File: src/rtl/dmem_arb_pkg.sv
// Shared types and constants for the data-memory arbiter.
package dmem_arb_pkg;

    typedef enum logic [1:0] {
        OWN_IDLE,
        OWN_CPU,
        OWN_DMA
    } owner_e;

    localparam int unsigned STAT_W = 32;

endpackage

File: src/rtl/dmem_arb_starve_ctr.sv
// DMA starvation guard: counts cycles a pending DMA request has been refused
// and raises force_grant once MAX_WAIT refusals have accumulated.
module dmem_arb_starve_ctr #(
    parameter int unsigned MAX_WAIT = 4
) (
    input  logic clk,
    input  logic rst,
    input  logic pending,
    input  logic gnt,
    output logic force_grant
);

    localparam int unsigned CW = $clog2(MAX_WAIT + 1);

    logic [CW-1:0] wait_cnt;

    // Count refused cycles, saturating at MAX_WAIT; clear on grant or withdrawal
    always_ff @(posedge clk) begin
        if (rst) begin
            wait_cnt <= '0;
        end else if (gnt || !pending) begin
            wait_cnt <= '0;
        end else if (wait_cnt != CW'(MAX_WAIT)) begin
            wait_cnt <= wait_cnt + 1'b1;
        end
    end

    assign force_grant = (wait_cnt == CW'(MAX_WAIT));

endmodule

File: src/rtl/dmem_arbiter.sv
// Single-port data memory arbiter: CPU has priority with 0-cycle access,
// DMA uses valid/ready with a bounded-wait starvation guard.
// Optional stats counters are built when DMEM_ARB_STATS_EN is defined.
module dmem_arbiter
    import dmem_arb_pkg::*;
#(
    parameter int unsigned DATA_WIDTH       = 32,
    parameter int unsigned DMEM_DEPTH_WORDS = 1024,
    parameter int unsigned MAX_WAIT         = 4,
    localparam int unsigned AW              = $clog2(DMEM_DEPTH_WORDS)
) (
    input  logic                  clk,
    input  logic                  rst,
    input  logic                  cpu_re,
    input  logic                  cpu_we,
    input  logic [AW-1:0]         cpu_addr,
    input  logic [DATA_WIDTH-1:0] cpu_wdata,
    output logic [DATA_WIDTH-1:0] cpu_rdata,
    output logic                  cpu_stall,
    input  logic                  dma_valid,
    input  logic                  dma_we,
    input  logic [AW-1:0]         dma_addr,
    input  logic [DATA_WIDTH-1:0] dma_wdata,
    output logic                  dma_ready,
    output logic                  dma_rvalid,
    output logic [DATA_WIDTH-1:0] dma_rdata,
    output logic [AW-1:0]         mem_addr,
    output logic [DATA_WIDTH-1:0] mem_wdata,
    output logic                  mem_read_en,
    output logic                  mem_write_en,
    input  logic [DATA_WIDTH-1:0] mem_rdata
`ifdef DMEM_ARB_STATS_EN
    ,
    output logic [STAT_W-1:0]     stat_cpu_stall_cnt,
    output logic [STAT_W-1:0]     stat_dma_xfer_cnt
`endif
);

    logic   cpu_req;
    logic   force_grant;
    logic   dma_gnt;
    owner_e owner_q;
    owner_e owner_d;

    assign cpu_req   = cpu_re | cpu_we;
    assign dma_gnt   = dma_valid & (~cpu_req | force_grant);
    assign dma_ready = dma_gnt;
    assign cpu_stall = cpu_req & dma_gnt;
    assign cpu_rdata = mem_rdata;

    dmem_arb_starve_ctr #(
        .MAX_WAIT (MAX_WAIT)
    ) u_starve_ctr (
        .clk         (clk),
        .rst         (rst),
        .pending     (dma_valid),
        .gnt         (dma_gnt),
        .force_grant (force_grant)
    );

    // Owner state register: records who owned the memory last cycle
    always_ff @(posedge clk) begin
        if (rst) begin
            owner_q <= OWN_IDLE;
        end else begin
            owner_q <= owner_d;
        end
    end

    // Next owner is the owner of the current cycle
    always_comb begin
        owner_d = OWN_IDLE;
        if (dma_gnt) begin
            owner_d = OWN_DMA;
        end else if (cpu_req) begin
            owner_d = OWN_CPU;
        end
    end

    // Memory port mux driven by the current-cycle owner
    always_comb begin
        mem_addr     = '0;
        mem_wdata    = '0;
        mem_read_en  = 1'b0;
        mem_write_en = 1'b0;
        case (owner_d)
            OWN_DMA: begin
                mem_addr     = dma_addr;
                mem_wdata    = dma_wdata;
                mem_read_en  = ~dma_we;
                mem_write_en = dma_we;
            end
            OWN_CPU: begin
                mem_addr     = cpu_addr;
                mem_wdata    = cpu_wdata;
                mem_read_en  = cpu_re;
                mem_write_en = cpu_we;
            end
            default: begin
            end
        endcase
    end

    // DMA read response: capture data one cycle after a granted read
    always_ff @(posedge clk) begin
        if (rst) begin
            dma_rvalid <= 1'b0;
            dma_rdata  <= '0;
        end else if (dma_gnt && !dma_we) begin
            dma_rvalid <= 1'b1;
            dma_rdata  <= mem_rdata;
        end else begin
            dma_rvalid <= 1'b0;
        end
    end

`ifdef DMEM_ARB_STATS_EN
    // Saturating event counters for stall and DMA transfer cycles
    always_ff @(posedge clk) begin
        if (rst) begin
            stat_cpu_stall_cnt <= '0;
            stat_dma_xfer_cnt  <= '0;
        end else begin
            if (cpu_stall && (stat_cpu_stall_cnt != '1)) begin
                stat_cpu_stall_cnt <= stat_cpu_stall_cnt + 1'b1;
            end
            if (dma_gnt && (stat_dma_xfer_cnt != '1)) begin
                stat_dma_xfer_cnt <= stat_dma_xfer_cnt + 1'b1;
            end
        end
    end
`endif

endmodule

File: config.mk
export PLATFORM = sky130hd
export DESIGN_NAME = dmem_arbiter
export DESIGN_NICKNAME = d
export VERILOG_FILES = /design/src/rtl/dmem_arb_pkg.sv /design/src/rtl/dmem_arb_starve_ctr.sv /design/src/rtl/dmem_arbiter.sv
export SDC_FILE = /design/constraint.sdc
export NUM_CORES = 1
export LEC_CHECK = 0
export ABC_CLOCK_PERIOD_IN_PS = 1800
export BUFFER_PORTS_ARGS = -buffer_cell sky130_fd_sc_hd__clkbuf_2
export CORE_AREA = 2 2 91 93
export DETAILED_ROUTE_END_ITERATION = 8
export DIE_AREA = 0 0 93 95
export PLACE_DENSITY = 0.74
export SLEW_MARGIN = 20
export SYNTH_ARGS = -nofsm -noshare
export SYNTH_HDL_FRONTEND = slang
export SYNTH_SLANG_ARGS = --single-unit
File: constraint.sdc
create_clock -name clk -period 1.8 [get_ports clk]
set_input_delay 0.09 -clock clk [delete_from_list [all_inputs] [get_ports clk]]
set_output_delay 0.09 -clock clk [all_outputs]
set_load 0.01 [all_outputs]
======== Word-level counts from Yosys, hierarchy flattened ========
Index checks and enable logic that the tools add are counted.
operators by class
  $add $sub $neg .......................... 1
  multipliers ............................. 0
  divide/modulo/power cells ............... 0
  order comparisons ....................... 0
  equality and inequality tests ........... 4
  shifts and indexed selects .............. 0
  muxes and demuxes ....................... 7
  bitwise logic cells ..................... 6
  reduce and logical (&&, ||, !) cells .... 5
operators with widths
  cell                 number
  $pmux 32 s2          1
  $pmux 10 s2          1
  $pmux 1 s2           2
  $add 3x1->3 const B  1
  $eq 3x3->1 const B   1
  $ne 3x3->1 const B   1
  $and 1x1->1          2
  $eq 2x1->1 const B   1
  $eq 2x2->1 const B   1
  $logic_not 1->1      2
  $mux 1               2
  $mux 2               1
  $not 1->1            2
  $or 1x1->1           2
  $reduce_or 2->1      1
  $logic_and 1x1->1    1
  $logic_or 1x1->1     1
storage, ports and cells
  bits in registers ....................... 36
  bits in latches ......................... 0
  bits in writable memories ............... 0
  memory bits (read-only) ................. 0
  bits of input ports ..................... 122
  logic and storage cells ................. 26
  memories ................................ 0

======== Longest topological paths before layout ========
  depth in word-level cells ............... 7
  mapped depth ............................ 7

======== Modules after synthesis ========
A second synthesis with hierarchy kept.
second synthesis, totals
  cell total of the unflattened synthesis .. 251
  area total of the unflattened synthesis .. 2411.1 um2
modules (own cells, without submodules)
  module               times used  cells each  area an instance (um2)  seq. area each (um2)
  dmem_arbiter         1           233         2240.9                  660.6
  dmem_arb_starve_ctr  1           18          170.2                   60.1

======== Least setup slack after synthesis ========
Ideal clock, no wire load.
  path kind ............................... register to output
  start point ............................. register u_starve_ctr.wait_cnt[0]
  end point ............................... output mem_wdata[15]
  data arrival time ....................... 1.448 ns
  required time ........................... 1.710 ns
  path slack .............................. 0.262 ns
  cell stages (with the launch flop) ...... 8
  buffers on the path ..................... 1
  path through ............................ dfxtp_1 > inv_1 > ha_1 > o2bb2ai_1 > nand2_1 > clkinv_1 > buf_2 > a22o_1
between the ends
  cells in the longest elaborated chain, start to end .. 6
RTL lines
  element                                   line                       text
  from (decl)                               dmem_arb_starve_ctr.sv:15  logic [CW-1:0] wait_cnt;
  from (signal assigned)                    dmem_arb_starve_ctr.sv:24  wait_cnt <= wait_cnt + 1'b1;
  $eq 3x3->1 *                              dmem_arb_starve_ctr.sv:28  assign force_grant = (wait_cnt == CW'(MAX_WAIT));
  $or 1x1->1 *                              dmem_arbiter.sv:46         assign dma_gnt = dma_valid & (~cpu_req | force_grant);
  $and 1x1->1 *                             dmem_arbiter.sv:46
  named net dma_ready                       dmem_arbiter.sv:24         output logic dma_ready,
  $mux 2 *                                  dmem_arbiter.sv:73         if (dma_gnt) begin
  $eq 2x1->1 or $eq 2x2->1 (tied branches)  dmem_arbiter.sv:86         case (owner_d)
  $pmux 32 s2 *                             dmem_arbiter.sv:86
  to (decl)                                 dmem_arbiter.sv:28         output logic [DATA_WIDTH-1:0] mem_wdata,
Mark *: on every way through the listed nets, which the timed path passes. The rest lies on a longest branch.

======== Worst setup path after layout ========
  start point ............................. register u_starve_ctr.wait_cnt[0]
  end point ............................... output mem_wdata[24]
between the ends
  cells in the longest elaborated chain, start to end .. 6
RTL lines
  element                                   line
  $eq 3x3->1 *                              dmem_arb_starve_ctr.sv:28
  $or 1x1->1 *                              dmem_arbiter.sv:46
  $and 1x1->1 *                             dmem_arbiter.sv:46
  $mux 2 *                                  dmem_arbiter.sv:73
  $eq 2x1->1 or $eq 2x2->1 (tied branches)  dmem_arbiter.sv:86
  $pmux 32 s2 *                             dmem_arbiter.sv:86
Every way passes the cells marked *; elsewhere a longest branch is shown, timed or not.

==> results.md <==
* Status: complete, but fails checks
* Violated checks: negative setup slack
* Iteration-0 DRC Markers at 119
* Worst setup path endpoint: mem_wdata[24]
* Critical path data arrival time at 1.74 ns
* Syn-to-layout area delta at 65.1%
* Final ANT Viol Nets at 0
* Mean number of vias per cell at 4.90
* Via Count at 2766
* Post-synthesis cell type count at 25
* Post-Synth Simple-Gate Area at 14.9%
* Clock Root Buffer: clkbuf_8
* Worst-case reg-to-reg path depth at 7
* Clk sinks at 36
* Die area at 8840 um^2
* Core area at 7930 um^2
* Pwr dens at 564 nW/um^2
* Most common flop cell mapped by yosys: dfxtp_1
* DRC at 0
* DRT Pass-1 Iters at 4
* Startpoint Class: register
* Maxcap violations at 0
* Die Wd at 93 um
* Worst stage delay on the critical path at 0.34 ns
* Maximum clock frequency at 547 MHz
* Routed length per instance at 16.7 um
* Crit path cell chain: inv_2 -> ha_4 -> buf_6 -> a31oi_4 -> buf_6 -> buf_16 -> a22o_1 -> buf_2
* Leakage at 1.92 nW
* Post-synthesis instance area at 2220 um^2
* Sw Share at 29.1%
* Cell family with most CP delay: buffers and inverters
* Worst Tran Pin Value at 0.366 ns
* FFs w/ async S/R, synth at 0%
* Met3 Track Usage GR at 8.78%
* Row Count at 33
* Global routing usage on met2 at 33.5%
* XOR/XNOR share of the synthesized area at 0.394%
* Final Skew at 0.00492 ns
* CTS Buf Count at 5
* Final core occ at 46.3%
* Compound-Gate Fraction of Synth Area at 33.3%
* EDFF count, synth at 0
* GRT met1 Usage at 20.3%
* Cell-internal power at 0.00147 W
* Register area share after synthesis at 32.5%
* Layout cells sized above 1 at 60.5%
* Unrepaired setup endpoints after global routing: true
* Worst hold path type: input pin to register
* Post-synthesis mux area share at 0%
* Main combinational cell family by area after synthesis: compound AO/OA/AOI/OAI gates
* Most common cell after layout, fill and taps aside: clkbuf_2
* Clk pwr share at 28.0%
* Share of the synthesized area in the top cell type at 32.5%
* Syn nets at 380
* FF+latch count, synth at 36
* Leading cell types in the layout, fill and taps excluded: clkbuf_2 (199), a22o_1 (41), dfxtp_1 (34)
* Initial Utilization at 28.0%
* Worst skew pair latency at 0.28 ns
* Peak supply drop at 0.346 mV
* Rel. slew slack at 75.0%
* Global-route wire length before repair at 12.9 mm
* Crit path max-delay cell type: dfxtp_2
* Worst setup EP type: output port
* Clock-pin slew on the worst setup and hold paths at 0.07 ns
* Total GRT Usage at 18.9%
* Comb pwr share at 32.2%
* Initial antenna violation count at 2
* CTS tree: done
* Period utilization at 102%
* R2R Setup Slk at 0.23 ns
* Hold depth at 3
* Ys Warns at 0
* Worst path most repeated cell: buf_6
* Tmin final at 1.83 ns
* Routability Congestion at 0.922
* WL final at 9.41 mm
* Layout net count at 581
* Leading area contributor after synthesis: dfxtp_1
* Syn Inst Count at 256
* Port Buffer Count at 232
* Pins Over Slew Limit at 0
* Post-Synth Adder-Cell Area at 1.13%
* # IOs at 233
* CTS HTree Levels at 2
* Synthesized area per cell at 8.68 um^2
* Crit Path Category: register to output port
* Worst-path fanout max at 11
* Total gr overflow at 0
* Power Total at 0.00207 W
* Largest net degree at the start of global routing at 67
* GR peak layer: met2
* DP Wirelength at 6.83 mm
* CP required at 1.71 ns
* R2r startpoint: u_starve_ctr.wait_cnt[0]
* Clock Path Buffers at 2
* Part of the power in registers at 39.8%
* Finish-stage setup viols at 13
* WP depth at 8
* Final worst setup slack at -0.0271 ns
* Die H at 95 um
* P_sw at 0.000601 W
* Vias in the first global route at 2445
* CP startpoint: u_starve_ctr.wait_cnt[0]
* Fin. Hold Viols at 0
* Area contributors post-synth: dfxtp_1 (32%), a22o_1 (17%), buf_4 (11%), or3b_1 (10%), a21oi_1 (7.4%)
* Reg-to-reg endpoint: dma_rdata[8]
* CP bufs+invs at 5
synth_stat cells, drive strengths merged (2+ instances only):
cell and number:
buf 46, a22o 42, dfxtp 36, a21oi 33, o21ai 32, or3b 32
clkbuf 12, nor2 6, inv 3, ha 2
stage by stage:
| step | hold slack, ns | TNS [ns] | std cells | area (um^2) | setup slack, ns |
|---|---|---|---|---|---|
| finish | 0.133 | -0.0684 | 565 | 3670 | -0.0271 |
| detailed placement | 0.379 | 0 | 542 | 3280 | 0.104 |
| floorplan | 0.272 | 0 | 256 | 2220 | 0.262 |
| CTS | 0.122 | 0 | 560 | 3590 | 0.00356 |
| global route | 0.129 | -2.79 | 563 | 3660 | -0.100 |
| global placement | 0.379 | 0 | 542 | 3280 | 0.155 |
area by class of cell:
class / instances / area [um^2]
clock buffer: 8 / 90.1
fill: 809 / 4260
tap: 105 / 131
inverter: 4 / 22.5
multi-input combinational: 158 / 1180
antenna: 2 / 5.00
sequential: 36 / 723
timing repair buffer: 252 / 1510
kinds of logic (layout without fill, tap and decap cells):
kind of cell | after synthesis | after routing
buf+inv | 62 | 264
xor+xnor | 1 | 1
other cells | 0 | 2
fa+ha+maj | 2 | 2
compound gates | 112 | 112
flops | 36 | 36
simple gates | 43 | 43
tightest hold or removal path, cell delays in order:
cell      delay (ns)
clkbuf_2        0.08
or3b_1          0.15
a21oi_1         0.05
routing by layer:
| layer | vias to the layer above | wire, um |
|---|---|---|
| met2 | 169 | 4620 |
| met4 | 0 | 244 |
| met5 | - | 0 |
| met3 | 22 | 1230 |
| li1 | 1323 | - |
| met1 | 1252 | 3310 |
state kept, by name, indices dropped and copies added (netlist names):
signal and flops:
dma_rdata 32, dma_rvalid 1, u_starve_ctr.wait_cnt 3
repair_timing:
action | in CTS | in global routing
setup buffers | 5 | 2
gates cloned | 5 | 2
gates resized for setup | 20 | 38
pin swaps | 2 | 2
endpoints found under the setup margin | 42 | 42
hold buffers | 0 | 0
power groups by stage:
stage               Clock [W]  Combinational, W  Sequential, W
finish               0.000580          0.000666       0.000823
global route         0.000637          0.000714       0.000825
CTS                  0.000608          0.000654       0.000823
detailed placement          0          0.000587       0.000841
global placement            0          0.000585       0.000840
floorplan                   0          0.000305       0.000848
worst min path at each step:
stage,from,endpoint,slack [ns]
after floorplan,mem_rdata[0],cpu_rdata[0],0.27
after global placement,mem_rdata[21],cpu_rdata[21],0.38
after detailed placement,mem_rdata[17],cpu_rdata[17],0.38
after CTS,mem_rdata[25],dma_rdata[25],0.12
after global routing,rst,u_starve_ctr.wait_cnt[1],0.13
final,mem_rdata[25],dma_rdata[25],0.13
(Power assumes the default switching activity.)
